File: src/rtl/fp_add_arb_pkg.sv
// Shared types for the FP adder arbiter: FSM states, requester tag and one-hot helper.
package fp_add_arb_pkg;

    localparam int unsigned FP_W    = 32;
    localparam int unsigned MAX_REQ = 8;
    localparam int unsigned ID_W    = $clog2(MAX_REQ);

    typedef enum logic [0:0] {
        StInit,
        StRun
    } state_e;

    typedef struct packed {
        logic            valid;
        logic [ID_W-1:0] id;
    } tag_t;

    function automatic logic [MAX_REQ-1:0] onehot(input logic [ID_W-1:0] id);
        logic [MAX_REQ-1:0] oh;
        oh     = '0;
        oh[id] = 1'b1;
        return oh;
    endfunction

endpackage

File: src/rtl/rr_arbiter.sv
// Combinational round-robin arbiter: search starts at ptr and wraps modulo NUM_REQ.
module rr_arbiter #(
    parameter int unsigned NUM_REQ = 4,
    localparam int unsigned IDW    = (NUM_REQ > 1) ? $clog2(NUM_REQ) : 1
) (
    input  logic [NUM_REQ-1:0] req,
    input  logic [IDW-1:0]     ptr,
    output logic [NUM_REQ-1:0] grant,
    output logic [IDW-1:0]     winner
);

    always_comb begin
        logic        found;
        int unsigned idx;
        grant  = '0;
        winner = '0;
        found  = 1'b0;
        idx    = 0;
        for (int unsigned k = 0; k < NUM_REQ; k++) begin
            idx = (32'(ptr) + k) % NUM_REQ;
            if (!found && req[IDW'(idx)]) begin
                found              = 1'b1;
                grant[IDW'(idx)]   = 1'b1;
                winner             = IDW'(idx);
            end
        end
    end

endmodule

File: src/rtl/fp_add_arbiter.sv
// Round-robin sharing of one pipelined FP adder between NUM_REQ requesters.
// Define FP_ADD_ARB_SUB_EN to add a per-requester req_sub input (ax - ay).
module fp_add_arbiter #(
    parameter int unsigned NUM_REQ     = 4,
    parameter int unsigned ADD_LATENCY = 3,
    parameter int unsigned FP_W        = fp_add_arb_pkg::FP_W
) (
    input  logic                    clk,
    input  logic                    rst_n,
    input  logic [NUM_REQ-1:0]      req_valid,
    output logic [NUM_REQ-1:0]      req_ready,
    input  logic [NUM_REQ*FP_W-1:0] req_ax,
    input  logic [NUM_REQ*FP_W-1:0] req_ay,
`ifdef FP_ADD_ARB_SUB_EN
    input  logic [NUM_REQ-1:0]      req_sub,
`endif
    output logic [FP_W-1:0]         add_ax,
    output logic [FP_W-1:0]         add_ay,
    output logic                    add_ena,
    output logic                    add_clr,
    input  logic [FP_W-1:0]         add_result,
    output logic [NUM_REQ-1:0]      res_valid,
    output logic [FP_W-1:0]         res_data,
    output logic                    busy
);
    import fp_add_arb_pkg::*;

    localparam int unsigned IDW    = (NUM_REQ > 1) ? $clog2(NUM_REQ) : 1;
    localparam int unsigned CNT_W  = (ADD_LATENCY > 0) ? $clog2(ADD_LATENCY + 1) : 1;
    localparam int unsigned STAGES = ADD_LATENCY + 1;
    localparam logic [CNT_W-1:0] CNT_LAST = CNT_W'(ADD_LATENCY);

    state_e             state_q, state_d;
    logic [CNT_W-1:0]   cnt_q, cnt_d;
    logic [IDW-1:0]     ptr_q, ptr_d;
    logic [IDW-1:0]     winner;
    logic [NUM_REQ-1:0] grant;
    logic               xfer;
    logic               ena_q;
    logic [FP_W-1:0]    ax_q, ay_q;
    logic [FP_W-1:0]    sel_ax, sel_ay, raw_ay;
    tag_t               tag_in;
    tag_t               tag_q [STAGES];

    rr_arbiter #(
        .NUM_REQ(NUM_REQ)
    ) u_rr_arbiter (
        .req    (req_valid),
        .ptr    (ptr_q),
        .grant  (grant),
        .winner (winner)
    );

    always_comb begin
        state_d   = state_q;
        cnt_d     = cnt_q;
        add_clr   = 1'b1;
        req_ready = '0;
        unique case (state_q)
            // Hold the adder in clear until every pipeline stage has been flushed.
            StInit: begin
                cnt_d = cnt_q + 1'b1;
                if (cnt_q == CNT_LAST) begin
                    state_d = StRun;
                    cnt_d   = '0;
                end
            end
            StRun: begin
                add_clr   = 1'b0;
                req_ready = grant;
            end
        endcase
    end

    assign xfer   = |(req_valid & req_ready);
    assign sel_ax = req_ax[winner*FP_W +: FP_W];
    assign raw_ay = req_ay[winner*FP_W +: FP_W];

`ifdef FP_ADD_ARB_SUB_EN
    // Subtraction is a sign flip of ay; NaNs are flipped like any other value.
    assign sel_ay = req_sub[winner] ? {~raw_ay[FP_W-1], raw_ay[FP_W-2:0]} : raw_ay;
`else
    assign sel_ay = raw_ay;
`endif

    always_comb begin
        ptr_d = ptr_q;
        if (xfer) begin
            ptr_d = (winner == IDW'(NUM_REQ - 1)) ? '0 : winner + 1'b1;
        end
    end

    assign tag_in.valid = xfer;
    assign tag_in.id    = ID_W'(winner);

    always_ff @(posedge clk or negedge rst_n) begin
        if (!rst_n) begin
            state_q <= StInit;
            cnt_q   <= '0;
            ptr_q   <= '0;
            ena_q   <= 1'b0;
            ax_q    <= '0;
            ay_q    <= '0;
            for (int i = 0; i < STAGES; i++) begin
                tag_q[i] <= '0;
            end
        end else begin
            state_q <= state_d;
            cnt_q   <= cnt_d;
            ptr_q   <= ptr_d;
            ena_q   <= 1'b1;
            if (xfer) begin
                ax_q <= sel_ax;
                ay_q <= sel_ay;
            end
            tag_q[0] <= tag_in;
            for (int i = 1; i < STAGES; i++) begin
                tag_q[i] <= tag_q[i-1];
            end
        end
    end

    always_comb begin
        busy = 1'b0;
        for (int i = 0; i < STAGES; i++) begin
            busy = busy | tag_q[i].valid;
        end
    end

    assign add_ax    = ax_q;
    assign add_ay    = ay_q;
    assign add_ena   = ena_q;
    assign res_data  = add_result;
    assign res_valid = tag_q[STAGES-1].valid ? NUM_REQ'(onehot(tag_q[STAGES-1].id)) : '0;

endmodule

File: config.mk
export PLATFORM = sky130hd
export DESIGN_NAME = fp_add_arbiter
export DESIGN_NICKNAME = d
export VERILOG_FILES = /design/src/rtl/fp_add_arb_pkg.sv /design/src/rtl/rr_arbiter.sv /design/src/rtl/fp_add_arbiter.sv
export SDC_FILE = /design/constraint.sdc
export NUM_CORES = 1
export LEC_CHECK = 0
export ABC_AREA = 1
export CORE_AREA = 10 10 146 148
export CTS_BUF_LIST = sky130_fd_sc_hd__clkbuf_4 sky130_fd_sc_hd__clkbuf_8
export DETAILED_ROUTE_END_ITERATION = 10
export DIE_AREA = 0 0 156 158
export PLACE_DENSITY_LB_ADDON = 0.25
export SKIP_CTS_REPAIR_TIMING = 1
export SYNTH_ARGS = -nofsm -noshare
export SYNTH_HDL_FRONTEND = slang
export SYNTH_HIERARCHICAL = 1
export SYNTH_SLANG_ARGS = --single-unit
export TNS_END_PERCENT = 1
File: constraint.sdc
create_clock -name clk -period 3.65 [get_ports clk]
set_input_delay 0.9125 -clock clk [delete_from_list [all_inputs] [get_ports clk]]
set_output_delay 0.9125 -clock clk [all_outputs]
set_load 0.02 [all_outputs]
## After elaboration in Yosys (flattened, before gate mapping)

Index checks and enable logic that the tools add are counted.

| word-level totals | value |
|---|---|
| word-level logic and storage cells | 88 |
| input bits | 294 |
| register bits after elaboration | 82 |

| cells by class | value |
|---|---|
| multiplexer cells | 36 |
| reduce and logical (&&, ||, !) cells | 12 |
| eq/ne operators | 2 |
| $lt $le $gt $ge | 10 |
| shift-type cells | 2 |
| bitwise gates (word level) | 7 |
| $add $sub $neg | 5 |

Operators with widths:

| kind | count |
|---|---|
| 128-bit by 8-bit indexed part select with 32-bit output | 2 |
| 4-bit 2-to-1 mux | 6 |
| 1-bit 2-to-1 mux | 15 |
| 2-bit by 3-bit < comparator with 1-bit output (second input constant) | 4 |
| 2-bit 2-to-1 mux | 6 |
| 4-bit bitwise OR | 3 |
| 1-bit demux with 2-bit select | 5 |
| 2-bit by 1-bit >= comparator with 1-bit output (second input constant) | 5 |
| 1-bit binary-select mux with 2-bit select | 4 |
| 1-bit logical AND | 8 |
| 2-bit by 1-bit adder with 2-bit output (second input constant) | 3 |
| 2-bit adder (second input constant) | 2 |
| 4-bit bitwise AND | 1 |
| 2-bit equality test (second input constant) | 2 |
| 2-bit by 4-bit < comparator with 1-bit output (second input constant) | 1 |
| 4-bit OR reduction | 1 |
| 1-bit logical NOT | 3 |
| 1-bit bitwise OR | 3 |

## Longest topological paths before layout

| logic depth | value |
|---|---|
| depth after elaboration | 15 |
| depth in mapped cells | 18 |
| gate-level depth less buffers | 15 |

## Modules after synthesis

The synthesis kept the hierarchy.

Modules (own cells, without submodules):

| module | instances | area an instance (um^2) | cells an instance |
|---|---|---|---|
| fp_add_arbiter | 1 | 6368.6 | 1112 |
| rr_arbiter | 1 | 515.5 | 82 |

## Least setup slack after synthesis

Ideal clock, no wire load.

| timing path | value |
|---|---|
| path type | input-to-output |
| from | input req_valid[3] |
| to | output req_ready[3] |
| setup slack | 972 ps |
| data arrival time | 1766 ps |
| data required time | 2738 ps |
| buffers on the path | 0 |
| stages on the path | 9 |
| path through | inv_1 > nand2_1 > nand3_4 > nand2_8 > nor2_8 > nand3_1 > nand3_1 > nand2_1 > inv_1 |

| between the ends | value |
|---|---|
| cells in the longest elaborated chain, start to end | 13 |

Ends and longest elaborated chain:

| item | line | RTL |
|---|---|---|
| start, declared | fp_add_arbiter.sv:10 | `input logic [NUM_REQ-1:0] req_valid,` |
| 1-bit binary-select mux with 2-bit select | rr_arbiter.sv:21 | `if (!found && req[IDW'(idx)]) begin` |
| 1-bit 2-to-1 mux (implied by the code) | rr_arbiter.sv:21 |  |
| 1-bit 2-to-1 mux | rr_arbiter.sv:21 |  |
| 1-bit logical NOT | rr_arbiter.sv:21 |  |
| 1-bit logical AND | rr_arbiter.sv:21 |  |
| 1-bit 2-to-1 mux | rr_arbiter.sv:21 |  |
| 1-bit logical NOT | rr_arbiter.sv:21 |  |
| 1-bit logical AND | rr_arbiter.sv:21 |  |
| 1-bit 2-to-1 mux | rr_arbiter.sv:21 |  |
| 1-bit logical NOT | rr_arbiter.sv:21 |  |
| 1-bit logical AND | rr_arbiter.sv:21 |  |
| 4-bit 2-to-1 mux * | rr_arbiter.sv:21 |  |
| net grant[3] | fp_add_arbiter.sv:37 | `logic [NUM_REQ-1:0] grant;` |
| 4-bit 2-to-1 mux * | fp_add_arbiter.sv:59 | `unique case (state_q)` |
| end, declared | fp_add_arbiter.sv:11 | `output logic [NUM_REQ-1:0] req_ready,` |

The timed path passes the listed nets; every way through them passes the cells marked *. The select of a mux whose other input is x is not followed.

## Worst setup path after layout

| timing path | value |
|---|---|
| from | input req_valid[3] |
| to | output req_ready[1] |

Same word-level chain as after synthesis.

==> results.txt <==
worst-margin pin slew -> 1.07 ns
R2R cell count -> 14
CP Capture Type -> output pin
total congestion overflow -> 0
initial antenna violation count -> 2
Max Fclk -> 290 MHz
starting density of the core -> 37.3%
Layout area overhead -> 51.5%
hold_sp -> tag_q[8]
cell taking the most area after synthesis -> dfrtp_1
Mapped Area -> 6880 um^2
Reg-to-Reg Start -> ptr_q[1]
Synth area leaders -> dfrtp_1 30%, nand2_1 30%, inv_1 15%
Via Count -> 7546
Worst R2R End -> add_ax[21]
pre-CTS setup slack -> -0.174 ns
CP arrival -> 2.53 ns
Clock Path Buffers -> 2
hold worst-path end -> tag_q[4]
Top Ports -> 401
Detail Placement HPWL -> 19000 um
worst hold path depth -> 0
CTS root buf -> clkbuf_8
syn avg cell area -> 5.77 um^2
Final Cycle Share -> 94.3%
type of the worst setup path -> in -> out
cells after synthesis -> 1194
Worst Setup SP -> req_valid[3]
GRT met3 Usage -> 7.98%
Synth Register Bits -> 82
met1 Track Usage GR -> 21.9%
Max Slew Vio Count -> 0
DR WL/cell -> 14.9 um
PnR worst setup slack -> 0.206 ns
sequential fraction of the synthesis area -> 29.8%
Yosys Warn Count -> 6
Net Count, Synth -> 1495
LEAKAGE -> 6.04 nW
# rows -> 50
CTS tree -> done
1st-pass router iterations -> 5
maximum vdd ir drop -> 0.840 mV
Clock Latency Late Sink -> 0.38 ns
Tmin final -> 3.44 ns
Buffers on Ports -> 336
number of global-route vias before repair -> 7156
worst endpoint required time -> 2.74 ns
share of layout cells above drive strength 1 -> 4.00%
GR Util met2 -> 33.4%
gr usage total -> 19.6%
Clock Pin Slew Worst Setup and Hold Paths -> 0.11 ns
outcome -> completed
Die H -> 158 um
worst hold slack -> 0.342 ns
global routing's busiest layer -> met2
count of final setup violators -> 0
CP Launch Type -> primary input
RSZ-0062 raised after global routing -> false
drt drc -> 0
Worst Path Max Fanout -> 4
H-Tree Depth -> 3
RD Place Congestion -> 0.826
Synth top area share -> 29.8%
Clock Skew -> 0.0187 ns
largest net degree at the start of global routing -> 87
Core Util, Final -> 56.5%
CTS Buf Count -> 9
MaxCap Viol Count -> 0
Final Hold Vio Count -> 0
Clock Sink Count -> 82
worst hold path type -> reg -> reg
DRT antenna net count -> 0
most common cell after layout, fill and taps aside -> nand2_1
Slew HR -> 28.7%
Post-Route WL -> 25600 um
Netlist cell types -> 29
Core Area -> 18500 um^2
first-pass GRT wire length -> 38700 um
most frequent cells in the layout -> 545 x nand2_1, 331 x clkdlybuf4s50_1, 272 x inv_1, 153 x nand3_1, 82 x dfrtp_1
PwrDens -> 1070 nW/um^2
initial detailed-routing violation count -> 394
via-per-instance ratio -> 4.41
die area -> 24600 um^2
r2r setup slk -> 0.87 ns
Layout Nets -> 1772
Fin Setup TNS -> 0 ns
Die Width -> 156 um
## through the flow
| step | total power, W | area, um^2 | std cells |
|---|---|---|---|
| 6_report | 0.0112 | 10400 | 1712 |
| 5_1_grt | 0.0124 | 10400 | 1711 |
| 4_1_cts | 0.0114 | 10400 | 1710 |
| 3_5_place_dp | 0.0106 | 10200 | 1694 |
| 3_3_place_gp | 0.0105 | 10200 | 1694 |
| 2_1_floorplan | 0.00786 | 6880 | 1194 |
## report_power, final
group | switching [W] | internal (W)
Sequential | 0.000225 | 0.00142
Clock | 0.000403 | 0.000330
Combinational | 0.00558 | 0.00323
## cells by family (layout without fill, tap and decap cells)
| kind of cell | Yosys count | after routing | synth area share [%] |
|---|---|---|---|
| adder cells (fa/ha/maj) | 7 | 7 | 1.27 |
| flip-flops | 82 | 82 | 29.8 |
| AND/OR/NAND/NOR | 724 | 724 | 43.8 |
| other | 1 | 3 | 0.0545 |
| buffers and inverters | 368 | 650 | 24.0 |
| AO/OA/AOI/OAI | 12 | 12 | 1.02 |
## sequential cells by signal, indices dropped and copies added, names as in the netlist
register  flops
add_ax       32
add_ay       32
add_ena       1
cnt_q         2
ptr_q         2
state_q       1
tag_q        12
## routing by layer
metal	part of all wire, %	vias to the layer above
li1	-	3959
met1	40	3263
met2	48	289
met3	10	35
met4	2.0	0
met5	0	-
## worst max-delay path by stage
| stage | endpoint | cells after the start |
|---|---|---|
| 2_1_floorplan | req_ready[3] | 9 |
| 6_report | req_ready[1] | 11 |
| 3_5_place_dp | req_ready[3] | 11 |
| 5_1_grt | req_ready[0] | 12 |
| 3_3_place_gp | req_ready[0] | 11 |
| 4_1_cts | req_ready[3] | 11 |
## cells in the mapped netlist, drive strengths merged
library cell	instances
conb	1
inv	278
nor3	5
nand2	553
o21ai	3
a21boi	4
ha	7
buf	85
bufinv	1
a21oi	5
dfrtp	82
nand3	156
nor2	9
or2	1
clkbuf	4
## critical path, stage by stage
cell             delay, ns
clkdlybuf4s50_1       0.52
buf_4                 0.13
nand2_1               0.05
nand3_1               0.06
nand2_1               0.11
nor2_2                0.19
a21oi_1               0.08
nand3_1               0.10
nand2_1               0.06
inv_1                 0.07
dlymetal6s2s_1        0.25
## final cells by class
class,instances,area [um^2]
Antenna cell,2,5.00
Clock buffer,9,124
Clock inverter,7,83.8
Fill cell,1877,8020
Inverter,279,1070
Multi-Input combinational cell,744,3200
Sequential cell,82,2050
Tap cell,234,293
Timing Repair Buffer,355,3600
(Power assumes the default switching activity.)
